File: config.mk
export PLATFORM = sky130hd
export DESIGN_NAME = rst_seq_ctrl
export DESIGN_NICKNAME = d
export VERILOG_FILES = /design/src/rtl/rst_seq_pkg.sv /design/src/rtl/rst_seq_prio.sv /design/src/rtl/rst_seq_ctrl.sv
export SDC_FILE = /design/constraint.sdc
export NUM_CORES = 1
export LEC_CHECK = 0
export ABC_AREA = 1
export ABC_CLOCK_PERIOD_IN_PS = 1600
export BUFFER_PORTS_ARGS = -buffer_cell sky130_fd_sc_hd__clkbuf_2
export CORE_UTILIZATION = 35
export CTS_BUF_LIST = sky130_fd_sc_hd__clkbuf_8
export DETAILED_ROUTE_END_ITERATION = 6
export PLACE_DENSITY = 0.72
export SYNTH_ARGS = -nofsm -noshare
export SYNTH_HDL_FRONTEND = slang
export SYNTH_HIERARCHICAL = 1
export SYNTH_SLANG_ARGS = --single-unit
File: constraint.sdc
create_clock -name clk -period 1.6 [get_ports clk]
set_input_delay 0.24 -clock clk [delete_from_list [all_inputs] [get_ports clk]]
set_output_delay 0.24 -clock clk [all_outputs]
set_load 0.05 [all_outputs]
File: src/rtl/rst_seq_pkg.sv
// Shared types and register map for the sequenced reset controller.
package rst_seq_pkg;

  typedef enum logic {
    IDLE = 1'b0,
    WAIT = 1'b1
  } state_t;

  localparam logic [1:0] ADDR_TARGET = 2'd0;
  localparam logic [1:0] ADDR_DLY    = 2'd1;
  localparam logic [1:0] ADDR_OUT    = 2'd2;
  localparam logic [1:0] ADDR_STATUS = 2'd3;

  localparam int STATUS_BUSY_BIT = 8;
  localparam int STATUS_IDX_LSB  = 0;
  localparam int STATUS_IDX_W    = 5;

endpackage

File: src/rtl/rst_seq_prio.sv
// Lowest-set-bit finder: one-hot, binary index and valid flag.
module rst_seq_prio
  import rst_seq_pkg::*;
#(
  parameter int NCH = 8
) (
  input  logic [NCH-1:0] vec,
  output logic [NCH-1:0] onehot,
  output logic [4:0]     idx,
  output logic           valid
);

  // Scan from the top so the lowest set bit is the last assignment.
  always_comb begin
    onehot = '0;
    idx    = '0;
    valid  = 1'b0;
    for (int i = NCH - 1; i >= 0; i--) begin
      if (vec[i]) begin
        onehot    = '0;
        onehot[i] = 1'b1;
        idx       = 5'(i);
        valid     = 1'b1;
      end
    end
  end

endmodule

File: src/rtl/rst_seq_ctrl.sv
// Reset control register bank with immediate assertion and staggered,
// one-channel-at-a-time release separated by a programmable gap.
//
// state | meaning
// IDLE  | no gap being timed; loads cnt from DLY when a release is pending
// WAIT  | counting the gap down; releases lowest pending channel at cnt == 0
module rst_seq_ctrl
  import rst_seq_pkg::*;
#(
  parameter int              NCH           = 8,
  parameter logic [NCH-1:0]  RESET_DEFAULT = '0,
  parameter int              DLY_W         = 8,
  parameter logic [DLY_W-1:0] DLY_DEFAULT  = DLY_W'(4)
) (
  input  logic            clk,
  input  logic            e_reset_n,
  input  logic            s_reset_n,
  input  logic [NCH-1:0]  rst_in,
  input  logic            cs,
  input  logic [3:0]      we,
  input  logic [1:0]      addr,
  input  logic [31:0]     data_in,
  output logic [31:0]     data_out,
  output logic [NCH-1:0]  rst_n_out,
  output logic            seq_busy
);

  state_t           state;
  logic [DLY_W-1:0] cnt;
  logic [DLY_W-1:0] dly_q;
  logic [NCH-1:0]   target_q;
  logic [NCH-1:0]   out_q;

  logic [NCH-1:0]   pending;
  logic [NCH-1:0]   rel_onehot;
  logic [4:0]       rel_idx;
  logic             rel_valid;
  logic             release_en;

  logic [31:0]      tgt_wide;
  logic [31:0]      dly_wide;
  logic [NCH-1:0]   target_nxt;
  logic [DLY_W-1:0] dly_nxt;
  logic             unused_bits;

  assign pending = target_q & ~out_q;

  rst_seq_prio #(.NCH(NCH)) u_prio (
    .vec    (pending),
    .onehot (rel_onehot),
    .idx    (rel_idx),
    .valid  (rel_valid)
  );

  // Byte-lane merge on a full 32-bit word, then trimmed to register width.
  always_comb begin
    tgt_wide = 32'(target_q);
    dly_wide = 32'(dly_q);
    if (cs && (addr == ADDR_TARGET)) begin
      for (int b = 0; b < 4; b++) begin
        if (we[b]) tgt_wide[8*b +: 8] = data_in[8*b +: 8];
      end
    end
    if (cs && (addr == ADDR_DLY)) begin
      for (int b = 0; b < 4; b++) begin
        if (we[b]) dly_wide[8*b +: 8] = data_in[8*b +: 8];
      end
    end
    target_nxt = tgt_wide[NCH-1:0];
    dly_nxt    = dly_wide[DLY_W-1:0];
  end

  assign unused_bits = ^{tgt_wide, dly_wide};

  assign release_en = (state == WAIT) && (cnt == '0) && rel_valid;

  always_ff @(posedge clk or negedge e_reset_n) begin
    if (!e_reset_n) begin
      state    <= IDLE;
      cnt      <= '0;
      target_q <= '0;
      dly_q    <= DLY_DEFAULT;
      out_q    <= RESET_DEFAULT;
    end else if (!s_reset_n) begin
      state    <= IDLE;
      cnt      <= '0;
      target_q <= rst_in;
      out_q    <= RESET_DEFAULT;
    end else begin
      target_q <= target_nxt;
      dly_q    <= dly_nxt;
      // Release is masked by the post-write target so a same-cycle clear wins.
      out_q    <= (out_q & target_q) |
                  (release_en ? (rel_onehot & target_nxt) : '0);
      case (state)
        IDLE: begin
          if (pending != '0) begin
            cnt   <= dly_q;
            state <= WAIT;
          end
        end
        WAIT: begin
          if (cnt != '0) cnt <= cnt - 1'b1;
          else           state <= IDLE;
        end
        default: state <= IDLE;
      endcase
    end
  end

  assign rst_n_out = out_q;
  assign seq_busy  = (state == WAIT) || (pending != '0);

  always_comb begin
    data_out = '0;
    case (addr)
      ADDR_TARGET: data_out[NCH-1:0]   = target_q;
      ADDR_DLY:    data_out[DLY_W-1:0] = dly_q;
      ADDR_OUT:    data_out[NCH-1:0]   = out_q;
      ADDR_STATUS: begin
        data_out[STATUS_BUSY_BIT]                 = seq_busy;
        data_out[STATUS_IDX_LSB +: STATUS_IDX_W]  = rel_idx;
      end
      default: data_out = '0;
    endcase
  end

endmodule

Word level (Yosys, flattened, before mapping)
Index checks and enable logic that the tools add are counted.

operators by class
  add/subtract/negate cells = 1
  equality and inequality tests = 5
  muxes and demuxes = 40
  bitwise gates (word level) = 6
  reductions and logical operators = 11

operators by type and width
  operator                                                                count
  8-bit two-way mux                                                       16
  8-bit AND                                                               3
  3-bit two-way mux                                                       8
  5-bit case mux with 4 select lines                                      1
  8-bit case mux with 2 select lines                                      1
  8-bit nonzero test                                                      2
  1-bit two-way mux                                                       12
  3-bit case mux with 3 select lines                                      1
  8-bit logical NOT                                                       1
  8-bit NOT                                                               1
  8-bit OR                                                                1
  8-bit by 1-bit subtractor with 8-bit output (second input constant)     1
  2-bit equality test (second input constant)                             2
  1-bit logical AND                                                       4
  3-bit by 2-bit != test with 1-bit output (second input constant)        1
  3-bit != test (second input constant)                                   1
  3-bit AND reduction                                                     1
  2-bit by 1-bit equality test with 1-bit output (second input constant)  1
  2-bit logical NOT                                                       1
  1-bit case mux with 2 select lines                                      1
  2-bit AND reduction                                                     1
  1-bit logical OR                                                        1
  1-bit NOT                                                               1

word-level totals
  bits in registers = 33
  bits of input ports = 50
  output and inout bits = 41
  logic and storage cells = 68

Longest topological paths before layout
  depth in word-level cells = 14
  depth in mapped cells = 11
  depth with buffers taken out = 11

Cells and area by module
Netlist, hierarchy kept.

by module, submodules not included
  module        times used  cells an instance  area each (µm²)  seq. area each (µm²)
  rst_seq_ctrl  1           303                2267.2           827.0
  rst_seq_prio  1           38                 193.9            0.0

Worst setup path after synthesis
No wires, ideal clock.

  path kind = reg-to-output
  from = register out_q[4] (netlist: rst_n_out[4])
  to = output port data_out[2]
  arrival time = 1756 ps
  data required time = 1360 ps
  setup slack = -396 ps
  stages on the path, launching flop included = 10
  buffers on the path = 0
  path through = dfrtp_1 inv_1 nand2_1 inv_1 nor2_1 inv_1 nor2_2 nor2_1 nand2_1 o2111ai_1

on the way
  cells in the longest elaborated chain, start to end = 8

RTL lines
  item                                line                 RTL
  from (decl)                         rst_seq_ctrl.sv:32   logic [NCH-1:0] out_q;
  from (signal assigned)              rst_seq_ctrl.sv:93   out_q <= (out_q & target_q) |
  8-bit NOT                           rst_seq_ctrl.sv:46   assign pending = target_q & ~out_q;
  8-bit AND                           rst_seq_ctrl.sv:46
  net pending[4]                      rst_seq_ctrl.sv:34   logic [NCH-1:0] pending;
  3-bit two-way mux (5 in series)     rst_seq_prio.sv:19   if (vec[i]) begin
  net rel_idx[2]                      rst_seq_ctrl.sv:36   logic [4:0] rel_idx;
  5-bit case mux with 4 select lines  rst_seq_ctrl.sv:116  case (addr)
  to (decl)                           rst_seq_ctrl.sv:23   output logic [31:0] data_out,

The timed path passes the listed nets, and every way through them passes these cells.

Worst setup path in the final report
  from = register target_q[5]
  to = output port data_out[2]

on the way
  cells in the longest elaborated chain, start to end = 8

RTL lines
  item                                line                 RTL
  from (decl)                         rst_seq_ctrl.sv:31   logic [NCH-1:0] target_q;
  from (signal assigned)              rst_seq_ctrl.sv:87   target_q <= rst_in;
  from (signal assigned)              rst_seq_ctrl.sv:90   target_q <= target_nxt;
  8-bit AND                           rst_seq_ctrl.sv:46
  net pending[5]                      rst_seq_ctrl.sv:34
  3-bit two-way mux (6 in series)     rst_seq_prio.sv:19
  net rel_idx[2]                      rst_seq_ctrl.sv:36
  5-bit case mux with 4 select lines  rst_seq_ctrl.sv:116

The timed path passes the listed nets, and every way through them passes these cells.

==> reports/qor_table.md <==
| Item | Reported |
| --- | --- |
| Result of the run | complete, but fails checks |
| Violated checks | setup timing |
| Post-Synthesis Cell Area | 2460 sq um |
| Layout Area Growth over Synthesis | 37.9% |
| CP cell instances | inv_1 > nor2_2 > nor2_2 > inv_1 > nor2_2 > nor2_1 > nand2_1 > o2111ai_4 > buf_12 |
| Maximum clock frequency | 0.529 GHz |
| Worst reg2reg path startpoint | target_q[2] |
| Die Area | 7370 sq um |
| Cell with the biggest individual delay on the critical path | sky130_fd_sc_hd__dfrtp_1 |
| Wire length of the first global-routing pass | 10900 microns |
| Final total power | 3730 uW |
| Number of nets with antenna violations after routing | 0 |
| Via count of the first global-routing pass | 2326 |
| Total congestion overflow | 0 |
| Leading area contributor after synthesis | sky130_fd_sc_hd__dfrtp_1 |
| CP bufs+invs | 3 |
| Routability congestion estimate from global placement | 0.872 |
| Maximum fanout encountered on the critical timing path | 3 |
| Final wirelength | 6650 microns |
| Area post-placement | 3010 sq um |
| CTS tree | built |
| FF-to-FF path depth | 12 |
| # nets final | 483 |
| Arrival @ worst endpoint | 1.65 ns |
| Sinks on the clock net | 33 |
| End point of the most critical hold path | target_q[7] |
| Internal power | 2060 uW |
| Maximum clock path buffer count | 2 |
| Gate power share | 51.6% |
| Critical register-to-register path endpoint | rst_n_out[6] |
| Detailed-router iteration count before antenna repair | 5 |
| Worst vdd rail ir drop | 508 uV |
| Clock network fraction of total power | 16.7% |
| Total number of vias | 2468 |
| Count of different cell masters after synthesis | 38 |
| Final worst setup slack | -0.289 ns |
| Top-level port count | 91 |
| Category of the most critical setup path | register to output port |
| Number of warnings reported in the yosys synthesis log | 6 |
| Maximum number of pins on one net before global-route repair | 24 |
| Final Instance Area | 3390 sq um |
| Count of input and output buffers | 40 |
| Mean area per synthesized cell | 7.22 sq um |
| Number of setup violations in the final report | 5 |
| Hold wc startpoint | rst_in[7] |
| Total number of placement rows | 30 |
| Ranking of synthesized cells by area | sky130_fd_sc_hd__dfrtp_1 33%, sky130_fd_sc_hd__nand2_1 15%, sky130_fd_sc_hd__buf_4 7.9% |
| Worst hold path depth | 3 |
| Final cycle utilization of the critical path | 118% |
| Type of destination of the critical path | output port |
| Setup repair after global routing missed its margin | true |
| Effective utilization at floorplan | 36.2% |
| Startpoint type of the worst setup path | register |
| Final Core Density | 49.9% |
| Power share of the sequential group | 31.8% |
| Worst reg2reg setup slack | 0.02 ns |
| Ratio of cells with drive above 1 in the final layout | 40.5% |
| Number of antenna violations at the first check in global routing | 0 |
| Final Hold Violating Endpoints | 0 |
| Shortest period the worst path allows | 1.89 ns |
| Pwr dens | 1100 nW/um^2 |
| Power spent charging and discharging nets | 1670 uW |
| Max-cap viol count | 0 |
| Post-synth top area share | 32.5% |
| Largest incremental delay on the critical path | 0.38 ns |
| Antenna Diode Count | 0 |
| Width of the chip | 85.9 microns |
| Clock tree root buffer cell | sky130_fd_sc_hd__clkbuf_8 |
| Switching power share of the total | 44.8% |
| Final count of pins violating max slew | 0 |
| Post-synthesis instance total | 341 |
| Worst slack at placement | -0.00723 ns |
| Fill cell instance count of the final layout | 640 |
| DIE HEIGHT | 85.9 microns |
| Wire length per cell after detailed routing | 12.6 microns |
| Standard cell core area | 6790 sq um |
| Post-synthesis sequential area ratio | 33.6% |
| Number of remaining DRC errors | 0 |
| Post-Route Skew | 0.00674 ns |
| Number of DRC markers after the initial detailed-route iteration | 104 |
| Average vias per placed instance | 4.67 |
| Number of buffers created by CTS | 5 |
| Total number of H-tree levels | 2 |
| Static power due to leakage | 0.00177 uW |
| All-Layer GR Usage | 19.2% |
| Cell family with most CP delay | simple AND/OR/NAND/NOR gates |
| Flops & latches, synth | 33 |
| Hpwl dp | 4890 microns |
| Crit-path most repeated cell | sky130_fd_sc_hd__nor2_2 |
| Clock insertion delay at the later pin of the skew report | 0.30 ns |
| Data required time at the worst endpoint | 1.36 ns |
| Hold/Removal Path Class | primary input to register |
| Post-CTS clock slew at the launch and capture registers of the worst setup and hold paths | 0.06 ns |
| Worst-case hold slack | 0.142 ns |
==> per-layer routing <==
| layer | up-vias | track usage [%] | routed length, microns |
|---|---|---|---|
| met1 | 1141 | 25.0 | 2890 |
| met3 | 12 | 3.27 | 419 |
| met2 | 103 | 31.8 | 3200 |
| li1 | 1212 | - | - |
| met5 | - | 0 | 0 |
| met4 | 0 | 7.58 | 144 |
==> cell type report <==
cell class | instances | area (sq um) | area share, %
inverters | 51 | 200 | 5.90
multi-input cells | 248 | 1410 | 41.5
flip-flops and latches | 33 | 837 | 24.7
well taps | 96 | 120 | 3.54
clock buffers | 5 | 68.8 | 2.03
clock inverters | 3 | 13.8 | 0.406
repair buffers | 92 | 744 | 21.9
==> worst max path at each step <==
stage / startpoint / endpoint / slack, ns / cells past startpoint
finish: target_q[5] / data_out[2] / -0.29 / 9
global route: rst_n_out[2] / data_out[0] / -0.40 / 11
CTS: rst_n_out[2] / data_out[0] / -0.27 / 11
detailed placement: rst_n_out[4] / data_out[2] / -0.007 / 10
global placement: rst_n_out[2] / data_out[0] / -0.03 / 11
floorplan: rst_n_out[0] / data_out[1] / -0.17 / 8
==> timing repair <==
| item | in CTS | in global routing |
|---|---|---|
| resized for setup | 35 | 19 |
| setup buffers | 13 | 8 |
| cloned | 0 | 0 |
| endpoints found under the hold margin | 15 | 0 |
| hold buffers | 1 | 0 |
| pin swaps | 8 | 6 |
| endpoints found under the setup margin | 5 | 21 |
==> synth_stat cells, drive strengths merged <==
master,count
o21bai,1
dfstp,1
buf,30
a21boi,1
conb,2
xor2,1
o2111ai,3
nand4,2
nand3,30
clkbuf,2
o211ai,1
inv,51
a31oi,2
nor3,5
dfrtp,32
o21a,2
a21oi,2
nand3b,7
mux2,3
nor2,30
o21ai,28
ha,2
nand2,101
o221ai,2
==> layout by cell type (no fill, tap or decap), drive strengths merged <==
cell type / instances
a21boi: 1
a21oi: 2
a31oi: 2
buf: 58
clkbuf: 38
clkinv: 2
clkinvlp: 1
conb: 25
dfrtp: 32
dfstp: 1
dlygate4sd3: 1
ha: 2
inv: 51
mux2: 3
nand2: 101
nand3: 30
nand3b: 7
nand4: 2
nor2: 30
nor3: 5
o2111ai: 3
o211ai: 1
o21a: 2
o21ai: 28
o21bai: 1
o221ai: 2
xor2: 1
==> cells by family (layout without fill, tap and decap cells) <==
group	count (synthesis)	after routing	synth area share, %
compound gates	42	42	10.7
xor+xnor	1	1	0.356
fa+ha+maj	2	2	1.02
buf+inv	83	151	18.4
flops	33	33	33.6
mux	3	3	1.83
other cells	2	25	0.305
simple gates	175	175	33.9
==> flip-flops by register name, summed over array words and instances, names as in the netlist <==
register and flops:
cnt 8, target_q 8, rst_n_out 8, dly_q 8, state 1
==> worst min-delay path, stage by stage <==
cell                       delay (ns)
sky130_fd_sc_hd__clkbuf_2        0.07
sky130_fd_sc_hd__nand2_1         0.04
sky130_fd_sc_hd__nand2_1         0.05
==> per-stage QoR <==
| step | instances | setup TNS [ns] |
|---|---|---|
| floorplan | 364 | -0.450 |
| global placement | 502 | -0.0308 |
| detailed placement | 502 | -0.0111 |
| CTS | 523 | -1.09 |
| global route | 528 | -1.69 |
| finish | 528 | -1.05 |
==> power by group through the flow <==
stage	sequential (uW)	combinational [uW]	clock (uW)
after floorplan	1170	1290	0
after global placement	1180	1660	0
after detailed placement	1190	1700	0
after CTS	1180	1780	638
after global routing	1210	2120	662
final	1180	1920	621
(Power assumes the default switching activity.)
